--- config.mk ---
export PLATFORM = sky130hd
export DESIGN_NAME = easyaxi_slv_rd_engine
export DESIGN_NICKNAME = d
export VERILOG_FILES = /design/src/rtl/easyaxi_slv_rd_engine_pkg.sv /design/src/rtl/easyaxi_slv_rd_engine_addr_gen.sv /design/src/rtl/easyaxi_slv_rd_engine.sv
export SDC_FILE = /design/constraint.sdc
export NUM_CORES = 1
export LEC_CHECK = 0
export BUFFER_PORTS_ARGS = -buffer_cell sky130_fd_sc_hd__buf_2
export CELL_PAD_IN_SITES_DETAIL_PLACEMENT = 1
export CELL_PAD_IN_SITES_GLOBAL_PLACEMENT = 2
export CORE_ASPECT_RATIO = 0.7
export CORE_MARGIN = 2
export CORE_UTILIZATION = 33
export CTS_BUF_LIST = sky130_fd_sc_hd__clkbuf_8
export CTS_CLUSTER_SIZE = 14
export DETAILED_ROUTE_END_ITERATION = 8
export GPL_TIMING_DRIVEN = 0
export HOLD_SLACK_MARGIN = 0.1
export PLACE_DENSITY = 0.8
export SLEW_MARGIN = 20
export SYNTH_ARGS = -nofsm -noshare
export SYNTH_HDL_FRONTEND = slang
export SYNTH_HIERARCHICAL = 1
export SYNTH_SLANG_ARGS = --single-unit
--- constraint.sdc ---
create_clock -name clk -period 5.6 [get_ports clk]
set_input_delay 0.56 -clock clk [delete_from_list [all_inputs] [get_ports clk]]
set_output_delay 0.56 -clock clk [all_outputs]
set_load 0.02 [all_outputs]
--- src/rtl/easyaxi_slv_rd_engine_pkg.sv ---
// Shared definitions for the slave-side AXI read-data engine.
//   - AXI burst-type and response encodings
//   - Bit offsets of the packed read descriptor {id, addr, len, size[2:0], burst[1:0]}
//   - Engine state encoding
package easyaxi_slv_rd_engine_pkg;

  localparam logic [1:0] BURST_FIXED = 2'b00;
  localparam logic [1:0] BURST_INCR  = 2'b01;
  localparam logic [1:0] BURST_WRAP  = 2'b10;

  localparam logic [1:0] RESP_OKAY   = 2'b00;
  localparam logic [1:0] RESP_SLVERR = 2'b10;

  // Descriptor layout, LSB first: burst, size, len, addr, id.
  localparam int DESC_BURST_LSB = 0;
  localparam int DESC_SIZE_LSB  = 2;
  localparam int DESC_LEN_LSB   = 5;

  function automatic int desc_addr_lsb(input int len_w);
    return DESC_LEN_LSB + len_w;
  endfunction

  function automatic int desc_id_lsb(input int addr_w, input int len_w);
    return DESC_LEN_LSB + len_w + addr_w;
  endfunction

  function automatic int desc_width(input int id_w, input int addr_w, input int len_w);
    return id_w + addr_w + len_w + 5;
  endfunction

  typedef enum logic {
    ST_IDLE  = 1'b0,
    ST_BURST = 1'b1
  } state_t;

endpackage

--- src/rtl/easyaxi_slv_rd_engine_addr_gen.sv ---
// easyaxi_addr_gen: combinational next-beat address calculator.
// Ports:
//   i_addr      current beat byte address
//   i_size      AxSIZE (bytes per beat = 1 << size)
//   i_len       AxLEN (beats - 1)
//   i_burst     AxBURST
//   o_next_addr address of the following beat (held when o_err)
//   o_err       descriptor is unsupported: reserved burst, illegal WRAP length,
//               or size wider than the data bus
module easyaxi_addr_gen
  import easyaxi_slv_rd_engine_pkg::*;
#(
  parameter int ADDR_WIDTH = 32,
  parameter int DATA_WIDTH = 32,
  parameter int LEN_WIDTH  = 8
) (
  input  logic [ADDR_WIDTH-1:0] i_addr,
  input  logic [2:0]            i_size,
  input  logic [LEN_WIDTH-1:0]  i_len,
  input  logic [1:0]            i_burst,
  output logic [ADDR_WIDTH-1:0] o_next_addr,
  output logic                  o_err
);

  localparam logic [2:0] MAX_SIZE = 3'($clog2(DATA_WIDTH / 8));

  logic [ADDR_WIDTH-1:0] w_bytes;
  logic [ADDR_WIDTH-1:0] w_incr_addr;
  logic [ADDR_WIDTH-1:0] w_wrap_mask;
  logic                  w_wrap_len_ok;

  always_comb begin
    w_bytes       = ADDR_WIDTH'(1) << i_size;
    w_incr_addr   = i_addr + w_bytes;
    // Wrap boundary is (len+1)*bytes; only power-of-two lengths are legal, so
    // the boundary is itself a power of two and the mask is boundary-1.
    w_wrap_mask   = ((ADDR_WIDTH'(i_len) + ADDR_WIDTH'(1)) << i_size) - ADDR_WIDTH'(1);
    w_wrap_len_ok = (i_len == LEN_WIDTH'(1)) || (i_len == LEN_WIDTH'(3)) ||
                    (i_len == LEN_WIDTH'(7)) || (i_len == LEN_WIDTH'(15));

    o_err = (i_burst == 2'b11) ||
            ((i_burst == BURST_WRAP) && !w_wrap_len_ok) ||
            (i_size > MAX_SIZE);

    o_next_addr = i_addr;
    if (!o_err) begin
      case (i_burst)
        BURST_INCR: o_next_addr = w_incr_addr;
        BURST_WRAP: o_next_addr = (i_addr & ~w_wrap_mask) | (w_incr_addr & w_wrap_mask);
        default:    o_next_addr = i_addr;
      endcase
    end
  end

endmodule

--- src/rtl/easyaxi_slv_rd_engine.sv ---
// easyaxi_slv_rd_engine: pops read descriptors from the AR descriptor FIFO and
// streams each as a complete R-channel burst, reading a combinational memory port.
// Ports:
//   clk, rst_n        clock, asynchronous active-low reset
//   desc_empty        descriptor FIFO empty
//   desc_data         head descriptor {id, addr, len, size, burst}
//   desc_pop          pop head descriptor (combinational)
//   mem_rd, mem_addr  memory read strobe / byte address (combinational)
//   mem_rdata         memory data, same-cycle response
//   rvalid..rlast     AXI R channel
//   dbg_state         current engine state
// R handshake: a beat transfers on rvalid & rready. The output register accepts a
// new beat whenever it is empty or being drained this cycle (slot free); while
// rvalid & ~rready all R outputs hold and no memory read is issued.
module easyaxi_slv_rd_engine
  import easyaxi_slv_rd_engine_pkg::*;
#(
  parameter int ID_WIDTH   = 4,
  parameter int ADDR_WIDTH = 32,
  parameter int DATA_WIDTH = 32,
  parameter int LEN_WIDTH  = 8
) (
  input  logic                                     clk,
  input  logic                                     rst_n,
  input  logic                                     desc_empty,
  input  logic [ID_WIDTH+ADDR_WIDTH+LEN_WIDTH+4:0] desc_data,
  output logic                                     desc_pop,
  output logic                                     mem_rd,
  output logic [ADDR_WIDTH-1:0]                    mem_addr,
  input  logic [DATA_WIDTH-1:0]                    mem_rdata,
  output logic                                     rvalid,
  input  logic                                     rready,
  output logic [ID_WIDTH-1:0]                      rid,
  output logic [DATA_WIDTH-1:0]                    rdata,
  output logic [1:0]                               rresp,
  output logic                                     rlast,
  output state_t                                   dbg_state
);

  localparam int ADDR_LSB = desc_addr_lsb(LEN_WIDTH);
  localparam int ID_LSB   = desc_id_lsb(ADDR_WIDTH, LEN_WIDTH);

  // Head descriptor fields
  logic [ID_WIDTH-1:0]   w_d_id;
  logic [ADDR_WIDTH-1:0] w_d_addr;
  logic [LEN_WIDTH-1:0]  w_d_len;
  logic [2:0]            w_d_size;
  logic [1:0]            w_d_burst;

  assign w_d_burst = desc_data[DESC_BURST_LSB +: 2];
  assign w_d_size  = desc_data[DESC_SIZE_LSB +: 3];
  assign w_d_len   = desc_data[DESC_LEN_LSB +: LEN_WIDTH];
  assign w_d_addr  = desc_data[ADDR_LSB +: ADDR_WIDTH];
  assign w_d_id    = desc_data[ID_LSB +: ID_WIDTH];

  state_t                r_state;
  state_t                w_next_state;
  logic                  r_rvalid;
  logic                  r_rlast;
  logic [ID_WIDTH-1:0]   r_rid;
  logic [DATA_WIDTH-1:0] r_rdata;
  logic [1:0]            r_rresp;
  logic [LEN_WIDTH-1:0]  r_beat_cnt;
  logic [ADDR_WIDTH-1:0] r_addr;
  logic [LEN_WIDTH-1:0]  r_len;
  logic [2:0]            r_size;
  logic [1:0]            r_burst;
  logic [ID_WIDTH-1:0]   r_id;

  logic                  w_slot_free;
  logic                  w_load;
  logic                  w_pop;
  logic [ADDR_WIDTH-1:0] w_gen_addr;
  logic [LEN_WIDTH-1:0]  w_gen_len;
  logic [2:0]            w_gen_size;
  logic [1:0]            w_gen_burst;
  logic [ID_WIDTH-1:0]   w_beat_id;
  logic                  w_beat_last;
  logic [ADDR_WIDTH-1:0] w_next_addr;
  logic                  w_err;

  assign w_slot_free = ~r_rvalid | rready;

  // In IDLE beat 0 is built straight from the head descriptor so the first beat
  // costs no extra cycle; in BURST the latched descriptor drives the calculator.
  easyaxi_addr_gen #(
    .ADDR_WIDTH(ADDR_WIDTH),
    .DATA_WIDTH(DATA_WIDTH),
    .LEN_WIDTH (LEN_WIDTH)
  ) u_addr_gen (
    .i_addr     (w_gen_addr),
    .i_size     (w_gen_size),
    .i_len      (w_gen_len),
    .i_burst    (w_gen_burst),
    .o_next_addr(w_next_addr),
    .o_err      (w_err)
  );

  always_comb begin
    w_next_state = r_state;
    w_load       = 1'b0;
    w_pop        = 1'b0;
    w_gen_addr   = r_addr;
    w_gen_len    = r_len;
    w_gen_size   = r_size;
    w_gen_burst  = r_burst;
    w_beat_id    = r_id;
    w_beat_last  = (r_beat_cnt == r_len);
    case (r_state)
      ST_IDLE: begin
        w_gen_addr  = w_d_addr;
        w_gen_len   = w_d_len;
        w_gen_size  = w_d_size;
        w_gen_burst = w_d_burst;
        w_beat_id   = w_d_id;
        w_beat_last = (w_d_len == '0);
        // rst_n gating keeps pop/read strobes quiet while reset is held.
        if (rst_n && !desc_empty && w_slot_free) begin
          w_load = 1'b1;
          w_pop  = 1'b1;
          if (w_d_len != '0) w_next_state = ST_BURST;
        end
      end
      ST_BURST: begin
        if (rst_n && w_slot_free) begin
          w_load = 1'b1;
          if (w_beat_last) w_next_state = ST_IDLE;
        end
      end
      default: w_next_state = ST_IDLE;
    endcase
  end

  assign desc_pop  = w_pop;
  assign mem_rd    = w_load;
  assign mem_addr  = w_gen_addr;
  assign rvalid    = r_rvalid;
  assign rlast     = r_rlast;
  assign rid       = r_rid;
  assign rdata     = r_rdata;
  assign rresp     = r_rresp;
  assign dbg_state = r_state;

  always_ff @(posedge clk or negedge rst_n) begin
    if (!rst_n) begin
      r_state    <= ST_IDLE;
      r_rvalid   <= 1'b0;
      r_rlast    <= 1'b0;
      r_rid      <= '0;
      r_rdata    <= '0;
      r_rresp    <= '0;
      r_beat_cnt <= '0;
      r_addr     <= '0;
      r_len      <= '0;
      r_size     <= '0;
      r_burst    <= '0;
      r_id       <= '0;
    end else begin
      r_state <= w_next_state;
      if (w_load) begin
        r_rvalid <= 1'b1;
        r_rdata  <= mem_rdata;
        r_rid    <= w_beat_id;
        r_rresp  <= w_err ? RESP_SLVERR : RESP_OKAY;
        r_rlast  <= w_beat_last;
      end else if (rready) begin
        r_rvalid <= 1'b0;
      end
      if (w_load) begin
        if (r_state == ST_IDLE) begin
          r_id       <= w_d_id;
          r_len      <= w_d_len;
          r_size     <= w_d_size;
          r_burst    <= w_d_burst;
          r_addr     <= w_next_addr;
          r_beat_cnt <= LEN_WIDTH'(1);
        end else if (!w_beat_last) begin
          r_beat_cnt <= r_beat_cnt + LEN_WIDTH'(1);
          r_addr     <= w_next_addr;
        end
      end
    end
  end

endmodule

* Word level (Yosys, flattened, before mapping)
Index checks and enable logic that the tools add are counted.
** Operators by class
- Add/sub/neg operators :: 4
- Magnitude comparators :: 1
- Equal/unequal tests :: 9
- Shift-type cells :: 2
- Muxes and demuxes :: 24
- Bitwise gates (word level) :: 7
- Reductions and logical operators :: 16
** Operators by type and width (count)
- $mux W32 :: 4
- $and A32 B32 Y32 :: 2
- $pmux W32 S2 :: 1
- $add A32 B32 Y32 :: 1
- $not A32 Y32 :: 1
- $or A32 B32 Y32 :: 1
- $shl A1 B3 Y32 const A :: 1
- $shl A32 B3 Y32 :: 1
- $sub A32 B1 Y32 const B :: 1
- $mux W8 :: 3
- $mux W1 :: 10
- $add A8 B1 Y9 const B :: 1
- $add A8 B1 Y8 const B :: 1
- $eq A8 B1 Y1 const B :: 1
- $eq A8 B2 Y1 const B :: 1
- $eq A8 B3 Y1 const B :: 1
- $eq A8 B4 Y1 const B :: 1
- $eq A8 B8 Y1 :: 1
- $logic_not A8 Y1 :: 1
- $reduce_bool A8 Y1 :: 1
- $logic_or A1 B1 Y1 :: 5
- $eq A2 B2 Y1 const B :: 2
- $logic_and A1 B1 Y1 :: 4
- $mux W2 :: 2
- 11 further kinds :: 15
** Storage, ports and cells
- Register bits :: 94
- Input bits :: 85
- Output and inout port bits :: 75
- Word-level logic and storage cells :: 74

* Longest topological paths before layout
Gate-level depths: netlist of run 1.
- Depth after elaboration :: 12
- Depth in mapped cells :: 19
- Mapped depth without buffers :: 17

* By module
The synthesis of run 1 kept the hierarchy.
** By module, submodules not included
- easyaxi_slv_rd_engine :: instances 1, cells an instance 376, area each 4262.8 um2
- easyaxi_addr_gen :: instances 1, cells an instance 471, area each 2932.8 um2

* Least setup slack after synthesis of run 1
Ideal clock, no wire load.
- Kind :: flip-flop to flip-flop
- Start :: register r_state (netlist: dbg_state)
- End :: register r_addr[27]
- Data arrival time :: 4.355 ns
- Path slack :: 1.121 ns
- Cell stages (with the launch flop) :: 18
- Buffers on the path :: 4
- Path through :: dfrtp_1 -> buf_4 -> clkbuf_1 -> mux2_2 -> buf_2 -> clkbuf_1 -> and2_1 -> ha_1 -> a211o_1 -> a2111oi_0 -> o32ai_1 -> nand3_1 -> nor2_1 -> and3_1 -> nand4_1 -> a21oi_1 -> a211oi_1 -> mux2_2
** On the way
- Elaborated cells between the ends (all ways) :: 37
- Classes of those cells :: add/sub (3); order compare (1); eq/ne (8); shift (2); mux (10); bitwise (5); reduce/logical (8)
** RTL lines
- start: declaration :: line easyaxi_slv_rd_engine.sv:56 : state_t r_state;
- start signal: assignment :: line easyaxi_slv_rd_engine.sv:159 : r_state <= w_next_state;
- $mux W3 *
- named net w_gen_size[0] :: line easyaxi_slv_rd_engine.sv:75 : logic [2:0] w_gen_size;
- $shl A32 B3 Y32 :: line easyaxi_slv_rd_engine_addr_gen.sv:37 : w_wrap_mask = ((ADDR_WIDTH'(i_len) + ADDR_WIDTH'(1)) << i_size) - ADDR_WIDTH'(1);
- $sub A32 B1 Y32 :: line easyaxi_slv_rd_engine_addr_gen.sv:37
- $not A32 Y32 :: line easyaxi_slv_rd_engine_addr_gen.sv:49 : BURST_WRAP: o_next_addr = (i_addr & ~w_wrap_mask) | (w_incr_addr & w_wrap_mask);
- $and A32 B32 Y32 :: line easyaxi_slv_rd_engine_addr_gen.sv:49
- $or A32 B32 Y32 :: line easyaxi_slv_rd_engine_addr_gen.sv:49
- $pmux W32 S2 :: line easyaxi_slv_rd_engine_addr_gen.sv:47 : case (i_burst)
- $mux W32 * :: line easyaxi_slv_rd_engine_addr_gen.sv:46 : if (!o_err) begin
- named net w_next_addr[27] :: line easyaxi_slv_rd_engine.sv:79 : logic [ADDR_WIDTH-1:0] w_next_addr;
- $mux W32 :: line easyaxi_slv_rd_engine.sv:177 : end else if (!w_beat_last) begin
- $mux W32 * :: line easyaxi_slv_rd_engine.sv:170 : if (r_state == ST_IDLE) begin
- end signal: assignment :: line easyaxi_slv_rd_engine.sv:175 : r_addr <= w_next_addr;
- end signal: assignment :: line easyaxi_slv_rd_engine.sv:179 : r_addr <= w_next_addr;
- end: declaration :: line easyaxi_slv_rd_engine.sv:64 : logic [ADDR_WIDTH-1:0] r_addr;
Mark *: on every way through the listed nets, which the timed path passes. The rest lies on a longest branch. The select of a mux whose other input is x is not followed.
A chain may end at the register's enable or synchronous reset.

* Worst setup path after layout of run 1
- Start :: register r_state (netlist: dbg_state)
- End :: register r_addr[22]
Same word-level chain as after synthesis.

==> summary.md, run 1 <==
| Metric | Value |
|---|---|
| Top Ports | `160` |
| Sw Share | `between 50% and 60%` |
| EDFF count, synth | `0` |
| Leakage | `3.972 nW` |
| FF+latch count, synth | `93` |
| Worst clock skew | `between 0.015 and 0.02 ns` |
| Status | `finished, final reports clean` |
| Top-count cell post-synth | `nand2_1` |
| DR vias | `7219` |
| Vias in the first global route | `about 7200` |
| Initial antenna violation count | `0` |
| Most instantiated cells after synthesis | `174 x nand2_1, 93 x dfrtp_1, 92 x mux2_2` |
| Clk network pwr share | `7.7%` |
| Sequential share of power | `17.5%` |
| Hold Path Class | `in2reg` |
| Met3 usage | `4.846%` |
| Worst path top cell family by delay | `buffers and inverters` |
| Ys async rst share | `100.0%` |
| FMAX | `0.1861 GHz` |
| Comb power frac | `74.8%` |
| Sequential-to-total area share from yosys stat | `32.34%` |
| Global route hottest layer | `met1` |
| Area grow syn2layout | `20.10%` |
| Maximum VDD drop | `225.1 µV` |
| P_int | `around 2.8 mW` |
| R2r setup slk | `~0.23 ns` |
| DIE HEIGHT | `127.5 µm` |
| # setup viols final | `0` |
| Final worst setup slack | `0.2275 ns` |
| Post-DP Area | `roughly 8400 µm²` |
| Clk slew on worst S/H paths | `0.11 ns` |
| CP cell instances | `buf_4 -> mux2_2 -> clkbuf_1 -> clkbuf_1 -> clkbuf_1 -> nor2_1 -> ha_1 -> fa_1 -> a21oi_1 -> o22ai_1 -> o41a_1 -> nand2_1 -> nor2_4 -> nand3_1 -> nor3_1 -> o2bb2a_1 -> mux2_2` |
| DRC errors left | `0` |
| Fin. Hold Viols | `0` |
| Worst-Margin Slew | `0.8744 ns` |
| Pin count of the biggest net entering global routing | `61` |
| Final Instance Area | `8642 µm²` |
| Pwr Density | `720.2 nW/µm²` |
| Diode count | `0` |
| Leading area contributor after synthesis | `dfrtp_1` |
| Share of the synthesized area in the top cell type | `32.34%` |
| Max H-tree Level | `3` |
| Largest cells by area after synthesis | `dfrtp_1 32%, mux2_2 14%, nand2_1 9.1%` |
| Later-pin clock latency in the skew report | `0.40 ns` |
| Core footprint | `21560 µm²` |
| WP buf/inv | `4` |
| Post-layout min period | `5.372 ns` |
| Routability cong. | `0.8512` |
| Met2 usage | `between 30% and 40%` |
| Port Buf Inserts | `~160` |
| Share of cells above drive strength 1 | `30.34%` |
| WS Path Type | `reg2reg` |
| Element type at the critical path end | `flip-flop` |
| Worst path depth | `17` |
| Tot GR Track Use | `22.90%` |
| Initial drt markers | `approximately 610` |
| Mean Syn Cell Area | `8.495 µm²` |
| Max Root-Sink Buffers | `2` |
| Clock Sinks | `93` |
| Worst path max stage delay | `0.48 ns` |
| Reg2reg path depth | `17` |
| Die Area | `23020 µm²` |
| Critical path fanouts, max | `10` |
| Vias per std cell | `5.523` |
| Overall power | `6.224 mW` |
| Dpl hpwl | `20370 µm` |
| Area occupied by multi-input gates | `4572 µm²` |
| Unique masters post-synth | `88` |
| Grt ovf | `0` |
| Global-route wire length before repair | `41340 µm` |
| Storage cell area | `about 2300 µm²` |
| DP Worst Slack | `between 0.1 and 0.15 ns` |
| Die X | `roughly 180 µm` |
| Crit path launch type | `flip-flop` |
| Drt wl/cell | `about 20 µm` |
| CP max stage cell | `clkbuf_1` |
| Syn Nets | `between 900 and 1000` |
| Netlist Area Pre-Place | `slightly above 7000 µm²` |
| Max-cap viol count | `0` |
| Final period util | `95.94%` |
| Synth warn | `6` |
| Primary FF master, synth | `dfrtp_1` |
| Slew Limit Headroom | `between 40% and 50%` |
| Switching power of the nets | `3.441 mW` |
| Drt first pass iters | `5` |
| TritonCTS Buffers | `9` |
| Nets | `1122` |
| Post-Route Setup TNS | `0 ns` |
| Cell Rows | `45` |
| CTS tree | `yes` |
| Pins Over Slew Limit | `0` |
| DRT antenna net count | `0` |
| Most common cell on crit path | `clkbuf_1` |
| M1 GR Usage | `35.29%` |
| Initial Util | `33.37%` |
| WL final | `26090 µm` |
| Fillers | `between 2000 and 3000` |
| Critical Path AT | `around 5.7 ns` |
| Cells after synthesis | `847` |
| Hold Crit Depth | `3` |
| Clock root buffer | `clkbuf_8` |
| Worst EP required | `5.89 ns` |
[layout by cell type (no fill, tap or decap), types with 12 or more instances in the layout]
cell / netlist / final
nand3_1: 21 / 21
nor3_1: 18 / 17
clkbuf_1: 29 / 28
mux2_2: 92 / 92
xor2_1: 15 / 15
o21ai_0: 30 / 30
a21oi_1: 46 / 46
nand2_1: 174 / 174
nor4_1: 12 / 12
dfrtp_1: 93 / 93
nor2_1: 40 / 40
xnor2_1: 12 / 12
buf_2: 6 / 163
ha_1: 16 / 16
inv_1: 25 / 25
[registers in the layout, indices dropped and copies added, names as in the netlist]
register	cells
r_addr	32
rdata	32
r_beat_cnt	8
r_len	8
r_id	4
r_size	3
r_burst	2
dbg_state	1
rlast	1
rresp	1
rvalid	1
[stage by stage]
stage / hold slack [ns] / std cells / utilization, %
2_1_floorplan: 0.2644 / 847 / -
3_3_place_gp: 0.4527 / 1287 / 38.67
3_5_place_dp: 0.4569 / 1288 / 38.86
4_1_cts: 0.3194 / 1305 / 39.84
5_1_grt: 0.3210 / 1307 / 40.08
6_report: 0.3425 / 1307 / 40.08
[area by class of cell]
| cell class | count | share of cell area, % |
|---|---|---|
| inverters | 27 | 1.173 |
| multi-input cells | 679 | 52.90 |
| clock buffers | 9 | 1.433 |
| repair buffers | 162 | 9.831 |
| plain buffers | 48 | 2.751 |
| flip-flops and latches | 93 | 26.93 |
| well taps | 282 | 4.083 |
| clock inverters | 7 | 0.8976 |
[kinds of logic after synthesis]
| kind of cell | synth area share, % |
|---|---|
| adder cells (fa/ha/maj) | 3.060 |
| flip-flops | 32.34 |
| multiplexers | 15.09 |
| AO/OA/AOI/OAI | 17.63 |
| AND/OR/NAND/NOR | 23.61 |
| XOR/XNOR | 3.513 |
| buffers and inverters | 4.695 |
| other | 0.05211 |
[worst paths after layout]
check / from / to
setup / recovery: dbg_state$_DFF_PN0_ / r_addr[22]$_DFFE_PN0P_
hold / removal: desc_data[46] / r_id[1]$_DFFE_PN0P_
setup reg to reg: dbg_state$_DFF_PN0_ / r_addr[22]$_DFFE_PN0P_
hold reg to reg: rdata[30]$_DFFE_PN0P_ / rdata[30]$_DFFE_PN0P_
max in group asynchronous: rst_n / r_addr[0]$_DFFE_PN0P_
min in group asynchronous: rst_n / r_addr[11]$_DFFE_PN0P_
[worst min-delay path: cells and delay by family]
family | cells | cell delay [ns]
buffers and inverters | 1 | 0.07
AND/OR/NAND/NOR | 2 | 0.08
[routing by layer]
layer / routed length (µm) / share of wire, % / vias to the layer above
li1: - / - / 3415
met1: 13640 / 52 / 3559
met2: 10470 / 40 / 220
met3: 1694 / 6.5 / 25
met4: 287 / 1.1 / 0
met5: 0 / 0 / -
[power by group through the flow]
stage                     registers (mW)  logic, mW  clock network, mW
after global routing                1.12       5.06              0.529
after CTS                           1.09       4.52              0.503
after detailed placement            1.10       4.49                  0
after floorplan                     1.16       3.08                  0
after global placement              1.09       4.43                  0
final                               1.09       4.65              0.482
[repair_timing]
action	CTS	global route
setup endpoints to repair	0	14
hold buffers	1	0
hold endpoints to repair	36	0
resized for setup	0	8
buffers inserted	0	2
No activity file was read; power rests on OpenSTA's default activity.
==> run 2: changes to the inputs <==
CORE_ASPECT_RATIO = 0.75   (was 0.7)
==> run 2 against run 1 <==
Net effect: via count shrank 0.15%; clock power up 2%; critical path depth is the same; wire length increased by 1.0%; critical endpoint unchanged.
==> summary.md, run 2 (synthesized netlist as in run 1, its figures left out) <==
| Metric | Value |
|---|---|
| Switching power of the nets | `3.477 mW (was 3.441 mW)` |
| Sw Share | `55.43% (was 55.29%)` |
| Post-DP Area | `8388 µm² (was 8381 µm²)` |
| Later-pin clock latency in the skew report | `0.41 ns (was 0.40 ns)` |
| RSZ-0062 raised after global routing | `no` |
| Status | `finished, final reports clean (unchanged)` |
| Drt wl/cell | `20.08 µm (was 19.96 µm)` |
| Element type at the critical path end | `flip-flop (unchanged)` |
| Comb power frac | `74.8% (about the same)` |
| CP cell instances | `buf_4 -> mux2_2 -> clkbuf_1 -> clkbuf_2 -> clkbuf_1 -> nor2_1 -> ha_1 -> fa_1 -> a21oi_1 -> o22ai_1 -> o41a_1 -> nand2_1 -> nor2_2 -> nand3_1 -> nor3_1 -> o2bb2a_1 -> mux2_2 (was buf_4 -> mux2_2 -> clkbuf_1 -> clkbuf_1 -> clkbuf_1 -> nor2_1 -> ha_1 -> fa_1 -> a21oi_1 -> o22ai_1 -> o41a_1 -> nand2_1 -> nor2_4 -> nand3_1 -> nor3_1 -> o2bb2a_1 -> mux2_2)` |
| Initial Util | `33.79% (was 33.37%)` |
| Final Instance Area | `8661 µm² (was 8642 µm²)` |
| Routability cong. | `0.8692 (was 0.8512)` |
| Dpl hpwl | `20460 µm (was 20370 µm)` |
| DP Worst Slack | `0.1765 ns (was 0.1033 ns)` |
| WL final | `26370 µm (was 26090 µm)` |
| Tot GR Track Use | `22.86% (was 22.90%)` |
| Critical Path AT | `5.59 ns (was 5.66 ns)` |
| Most frequent cells in the layout | `174 x nand2_1, 163 x buf_2, 93 x dfrtp_1 (unchanged)` |
| DR vias | `7208 (was 7219)` |
| Grt ovf | `0 (unchanged)` |
| Initial drt markers | `525 (was 612)` |
| Clock Sinks | `93 (unchanged)` |
| WP buf/inv | `4 (unchanged)` |
| DRC errors left | `0 (unchanged)` |
| Clock root buffer | `clkbuf_8 (unchanged)` |
| Slew Limit Headroom | `39.31% (was 40.94%)` |
| Leakage | `3.981 nW (was 3.972 nW)` |
| Pin count of the biggest net entering global routing | `69 (was 61)` |
| TritonCTS Buffers | `9 (unchanged)` |
| Core footprint | `21300 µm² (was 21560 µm²)` |
| Pwr Density | `724.2 nW/µm² (was 720.2 nW/µm²)` |
| Fin. Hold Viols | `0 (unchanged)` |
| Crit path launch type | `flip-flop (unchanged)` |
| Worst clock skew | `0.01992 ns (was 0.01826 ns)` |
| Diode count | `0 (unchanged)` |
| Hold Path Class | `in2reg (unchanged)` |
| Sequential share of power | `17.3% (was 17.5%)` |
| Worst path max stage delay | `0.44 ns (was 0.48 ns)` |
| Final period util | `94.37% (was 95.94%)` |
| Cell Rows | `46 (was 45)` |
| Top Ports | `160 (unchanged)` |
| Maximum VDD drop | `270.6 µV (was 225.1 µV)` |
| CP max stage cell | `clkbuf_1 (unchanged)` |
| Global-route wire length before repair | `41530 µm (was 41340 µm)` |
| Critical path fanouts, max | `10 (unchanged)` |
| Fillers | `2582 (was 2642)` |
| Port Buf Inserts | `158 (unchanged)` |
| CTS tree | `yes (unchanged)` |
| Final worst setup slack | `0.3154 ns (was 0.2275 ns)` |
| Post-layout min period | `5.285 ns (was 5.372 ns)` |
| DRT antenna net count | `0 (unchanged)` |
| DIE HEIGHT | `131.9 µm (was 127.5 µm)` |
| Worst-Margin Slew | `0.8986 ns (was 0.8744 ns)` |
| FMAX | `0.1892 GHz (was 0.1861 GHz)` |
| Worst path top cell family by delay | `buffers and inverters (unchanged)` |
| Drt first pass iters | `5 (unchanged)` |
| Share of cells above drive strength 1 | `30.44% (was 30.34%)` |
| # setup viols final | `0 (unchanged)` |
| R2r setup slk | `0.32 ns (was 0.23 ns)` |
| Clk network pwr share | `7.9% (was 7.7%)` |
| P_int | `2.795 mW (was 2.783 mW)` |
| Die Area | `23010 µm² (was 23020 µm²)` |
| Most common cell after layout, fill and taps aside | `nand2_1 (unchanged)` |
| Max H-tree Level | `3 (unchanged)` |
| WHS | `0.3248 ns (was 0.3425 ns)` |
| Die X | `174.5 µm (was 180.5 µm)` |
| Worst EP required | `5.91 ns (was 5.89 ns)` |
| Vias in the first global route | `7276 (was 7195)` |
| Max Root-Sink Buffers | `2 (unchanged)` |
| Area grow syn2layout | `20.36% (was 20.10%)` |
| Vias per std cell | `5.490 (was 5.523)` |
| Max-cap viol count | `0 (unchanged)` |
| Post-Route Setup TNS | `0 ns (unchanged)` |
| Initial antenna violation count | `0 (unchanged)` |
| WS Path Type | `reg2reg (unchanged)` |
| Pins Over Slew Limit | `0 (unchanged)` |
| Nets | `1122 (unchanged)` |
| Clk slew on worst S/H paths | `0.12 ns (was 0.11 ns)` |
[run 2: changes by cell type in the layout (fill, tap and decap cells not counted)]
cell,change
nor2_4,-1
o32ai_2,+1
nor2_2,+1
inv_12,+1
o32ai_1,-1
clkinvlp_4,-1
[run 2: worst reg2reg max path, cell delays in order, from the launching register on]
cell	delay [ns]
dfrtp_1	0.40
buf_4	0.18
mux2_2	0.30
clkbuf_1	0.44
clkbuf_2	0.36
clkbuf_1	0.41
nor2_1	0.16
ha_1	0.26
fa_1	0.42
a21oi_1	0.23
o22ai_1	0.15
o41a_1	0.42
nand2_1	0.30
nor2_2	0.21
nand3_1	0.33
nor3_1	0.08
o2bb2a_1	0.29
mux2_2	0.26
[run 2: path summary, 6_finish.rpt]
| check | start | end | cells after the start |
|---|---|---|---|
| max in group asynchronous | rst_n | r_size[1]$_DFFE_PN0P_ | 3 |
| worst max register to register | dbg_state$_DFF_PN0_ | r_addr[22]$_DFFE_PN0P_ | 17 |
| worst min register to register | rdata[8]$_DFFE_PN0P_ | rdata[8]$_DFFE_PN0P_ | 2 |
| min in group asynchronous | rst_n | rdata[20]$_DFFE_PN0P_ | 2 |
| worst max-delay path | dbg_state$_DFF_PN0_ | r_addr[22]$_DFFE_PN0P_ | 17 |
| worst min-delay path | mem_rdata[20] | rdata[20]$_DFFE_PN0P_ | 3 |
[run 2: final cells by class]
cell class                      count  area (µm²)  area share [%]
Multi-Input combinational cell    679        4574           52.82
Sequential cell                    93        2327           26.87
Tap cell                          288       360.3           4.161
Clock buffer                        9       123.9           1.430
Timing Repair Buffer              162       849.6           9.809
Inverter                           27       101.3           1.170
Buffer                             48       237.7           2.745
Clock inverter                      7       86.33          0.9968
[run 2: timing repair]
action	CTS	global route
hold buffers	1	0
setup buffers	0	2
setup endpoints to repair	0	13
hold endpoints to repair	28	0
resized for setup	0	8
[run 2: power by group through the flow]
stage	Clock, mW	Sequential, mW	Combinational, mW
after floorplan	0	1.16	3.08
after global placement	0	1.09	4.43
after global routing	0.535	1.12	5.07
after detailed placement	0	1.10	4.50
final	0.494	1.09	4.69
after CTS	0.516	1.09	4.53
[run 2: stage by stage]
stage	util, %	std cells	total power [mW]
2_1_floorplan	-	847	4.247
5_1_grt	40.67	1313	6.733
4_1_cts	40.42	1311	6.140
3_3_place_gp	39.20	1293	5.522
3_5_place_dp	39.39	1294	5.603
6_report	40.67	1313	6.272
[run 2: routing by layer]
layer	vias to the layer above	part of all wire, %	track usage [%]
li1	3410	-	-
met2	212	42	33.38
met4	0	1.1	4.583
met5	-	0	0
met1	3567	51	35.15
met3	19	6.0	3.864
==> run 3: changes to the inputs <==
clock period = 5.9 ns   (was 5.6 ns; I/O delays follow)
==> run 3 against run 2 <==
Net effect: utilization shrank 0.22 points; largest cell class unchanged; fmax shrank 4.8%; highest routed layer unchanged; sequential cell count unchanged.
==> summary.md, run 3 (synthesized netlist as in run 1, its figures left out) <==
| Metric | Value |
|---|---|
| RSZ-0062 raised after global routing | `no (unchanged)` |
| DR vias | `7208 (unchanged)` |
| Switching power of the nets | `3.274 mW (was 3.477 mW)` |
| Drt wl/cell | `20.10 µm (was 20.08 µm)` |
| Crit path launch type | `flip-flop (unchanged)` |
| Overall power | `5.886 mW (was 6.272 mW)` |
| Tot GR Track Use | `22.86% (unchanged)` |
| Leakage | `3.964 nW (was 3.981 nW)` |
| Storage cell area | `2327 µm² (unchanged)` |
| Initial drt markers | `526 (was 525)` |
| Final Instance Area | `8615 µm² (was 8661 µm²)` |
| Nets | `1120 (was 1122)` |
| Post-DP Area | `8388 µm² (unchanged)` |
| CP cell instances | `buf_4 -> mux2_2 -> clkbuf_1 -> clkbuf_1 -> clkbuf_1 -> nor3_1 -> ha_1 -> o21a_1 -> a2111oi_0 -> o32ai_2 -> nand3_1 -> nor2_1 -> and3_1 -> nand4_1 -> a21oi_1 -> a211oi_1 -> mux2_2 (was buf_4 -> mux2_2 -> clkbuf_1 -> clkbuf_2 -> clkbuf_1 -> nor2_1 -> ha_1 -> fa_1 -> a21oi_1 -> o22ai_1 -> o41a_1 -> nand2_1 -> nor2_2 -> nand3_1 -> nor3_1 -> o2bb2a_1 -> mux2_2)` |
| CP max stage cell | `a2111oi_0 (was clkbuf_1)` |
| Global-route wire length before repair | `41530 µm (unchanged)` |
| Worst path top cell family by delay | `compound AO/OA/AOI/OAI gates (was buffers and inverters)` |
| WP buf/inv | `4 (unchanged)` |
| WL final | `26350 µm (was 26370 µm)` |
| TritonCTS Buffers | `9 (unchanged)` |
| Fin. Hold Viols | `0 (unchanged)` |
| Most common cell on crit path | `clkbuf_1` |
| Clk network pwr share | `8.0% (was 7.9%)` |
| Setup bufs post-CTS | `0 (unchanged)` |
| WS Path Type | `reg2reg (unchanged)` |
| Max Root-Sink Buffers | `2 (unchanged)` |
| DIE HEIGHT | `131.9 µm (unchanged)` |
| Cell Rows | `46 (unchanged)` |
| M1 GR Usage | `35.15% (unchanged)` |
| DP Worst Slack | `0.4465 ns (was 0.1765 ns)` |
| # setup viols final | `0 (unchanged)` |
| Met3 usage | `3.864% (unchanged)` |
| Initial antenna violation count | `0 (unchanged)` |
| Drt first pass iters | `5 (unchanged)` |
| Final worst setup slack | `0.3483 ns (was 0.3154 ns)` |
| Clock root buffer | `clkbuf_8 (unchanged)` |
| Dpl hpwl | `20460 µm (unchanged)` |
| Worst clock skew | `0.02319 ns (was 0.01992 ns)` |
| Maximum VDD drop | `253.3 µV (was 270.6 µV)` |
| Max H-tree Level | `3 (unchanged)` |
| Status | `finished, final reports clean (unchanged)` |
| Fin cells | `1311 (was 1313)` |
| Slew Limit Headroom | `41.84% (was 39.31%)` |
| Die X | `174.5 µm (unchanged)` |
| Post-Route Setup TNS | `0 ns (unchanged)` |
| P_int | `2.612 mW (was 2.795 mW)` |
| Diode count | `0 (unchanged)` |
| Sequential share of power | `17.5% (was 17.3%)` |
| Worst-Margin Slew | `0.8504 ns (was 0.8986 ns)` |
| Hold Path Class | `in2reg (unchanged)` |
| WHS | `0.3533 ns (was 0.3248 ns)` |
| Top Ports | `160 (unchanged)` |
| Port Buf Inserts | `158 (unchanged)` |
| Utilization after layout | `40.45% (was 40.67%)` |
| Area occupied by multi-input gates | `4544 µm² (was 4574 µm²)` |
| Clk slew on worst S/H paths | `0.13 ns (was 0.12 ns)` |
| CTS tree | `yes (unchanged)` |
| Vias per std cell | `5.498 (was 5.490)` |
| Pins Over Slew Limit | `0 (unchanged)` |
| DRC errors left | `0 (unchanged)` |
| Element type at the critical path end | `flip-flop (unchanged)` |
| Later-pin clock latency in the skew report | `0.41 ns (about the same)` |
| Vias in the first global route | `7276 (unchanged)` |
| Clock Sinks | `93 (unchanged)` |
| Critical path fanouts, max | `10 (unchanged)` |
| Pin count of the biggest net entering global routing | `69 (unchanged)` |
| Fillers | `2588 (was 2582)` |
| DRT antenna net count | `0 (unchanged)` |
| Most frequent cells in the layout | `174 x nand2_1, 163 x buf_2, 93 x dfrtp_1 (unchanged)` |
| Global route hottest layer | `met1 (unchanged)` |
| Area grow syn2layout | `19.72% (was 20.36%)` |
| Critical Path AT | `5.90 ns (was 5.59 ns)` |
| Die Area | `23010 µm² (unchanged)` |
| Worst EP required | `6.25 ns (was 5.91 ns)` |
| Most common cell after layout, fill and taps aside | `nand2_1 (unchanged)` |
| Core footprint | `21300 µm² (unchanged)` |
| Final period util | `94.10% (was 94.37%)` |
| Comb power frac | `74.4% (was 74.8%)` |
| Sw Share | `55.62% (was 55.43%)` |
| Initial Util | `33.79% (unchanged)` |
| Cell count after placement | `1294 (unchanged)` |
| Post-layout min period | `5.552 ns (was 5.285 ns)` |
| Max-cap viol count | `0 (unchanged)` |
| Met2 usage | `33.38% (unchanged)` |
| Worst path max stage delay | `0.79 ns (was 0.44 ns)` |
| Grt ovf | `0 (unchanged)` |
| Pwr Density | `683.2 nW/µm² (was 724.2 nW/µm²)` |
| FMAX | `0.1801 GHz (was 0.1892 GHz)` |
| Routability cong. | `0.8692 (unchanged)` |
| Share of cells above drive strength 1 | `29.91% (was 30.44%)` |
-- run 3: cell types whose count changed in the layout (fill, tap and decap cells not counted), sizes merged --
cell	previous run	this run
buf	180	178
-- run 3: worst register-to-register path: cells and delay by family (launching register included) --
family,cells,cell delay [ns]
buf+inv,4,1.50
flops,1,0.40
simple gates,5,1.01
mux,2,0.51
fa+ha+maj,1,0.37
compound gates,5,1.73
-- run 3: per-layer routing --
| layer | wire length (µm) | vias up |
|---|---|---|
| li1 | - | 3406 |
| met4 | 309 | 0 |
| met5 | 0 | - |
| met1 | 13500 | 3550 |
| met3 | 1583 | 20 |
| met2 | 10960 | 232 |
-- run 3: worst paths after layout --
| path | slack, ns | to | depth (start not counted) | startpoint |
|---|---|---|---|---|
| min in group asynchronous | 0.59 | rdata[20]$_DFFE_PN0P_ | 2 | rst_n |
| worst max register to register | 0.35 | r_addr[27]$_DFFE_PN0P_ | 17 | dbg_state$_DFF_PN0_ |
| worst min register to register | 0.48 | rdata[8]$_DFFE_PN0P_ | 2 | rdata[8]$_DFFE_PN0P_ |
| max in group asynchronous | 4.63 | r_addr[7]$_DFFE_PN0P_ | 3 | rst_n |
| worst max-delay path | 0.35 | r_addr[27]$_DFFE_PN0P_ | 17 | dbg_state$_DFF_PN0_ |
| worst min-delay path | 0.35 | rdata[20]$_DFFE_PN0P_ | 3 | mem_rdata[20] |
-- run 3: what timing repair did --
item,in CTS,in global routing
hold buffers,1,0
resized for setup,0,1
setup endpoints to repair,0,1
endpoints found under the hold margin,28,0
-- run 3: final cells by class --
type / count / share of cell area, %
inverter: 27 / 1.176
sequential: 93 / 27.02
multi-input combinational: 679 / 52.75
buffer: 48 / 2.745
tap: 288 / 4.183
clock inverter: 7 / 1.002
clock buffer: 9 / 1.438
timing repair buffer: 160 / 9.688
-- run 3: power by group through the flow --
| stage | logic, mW | clock network, mW | registers (mW) |
|---|---|---|---|
| final | 4.38 | 0.472 | 1.03 |
| after global routing | 4.74 | 0.508 | 1.07 |
| after CTS | 4.30 | 0.490 | 1.03 |
| after detailed placement | 4.27 | 0 | 1.05 |
| after global placement | 4.21 | 0 | 1.03 |
| after floorplan | 2.93 | 0 | 1.10 |
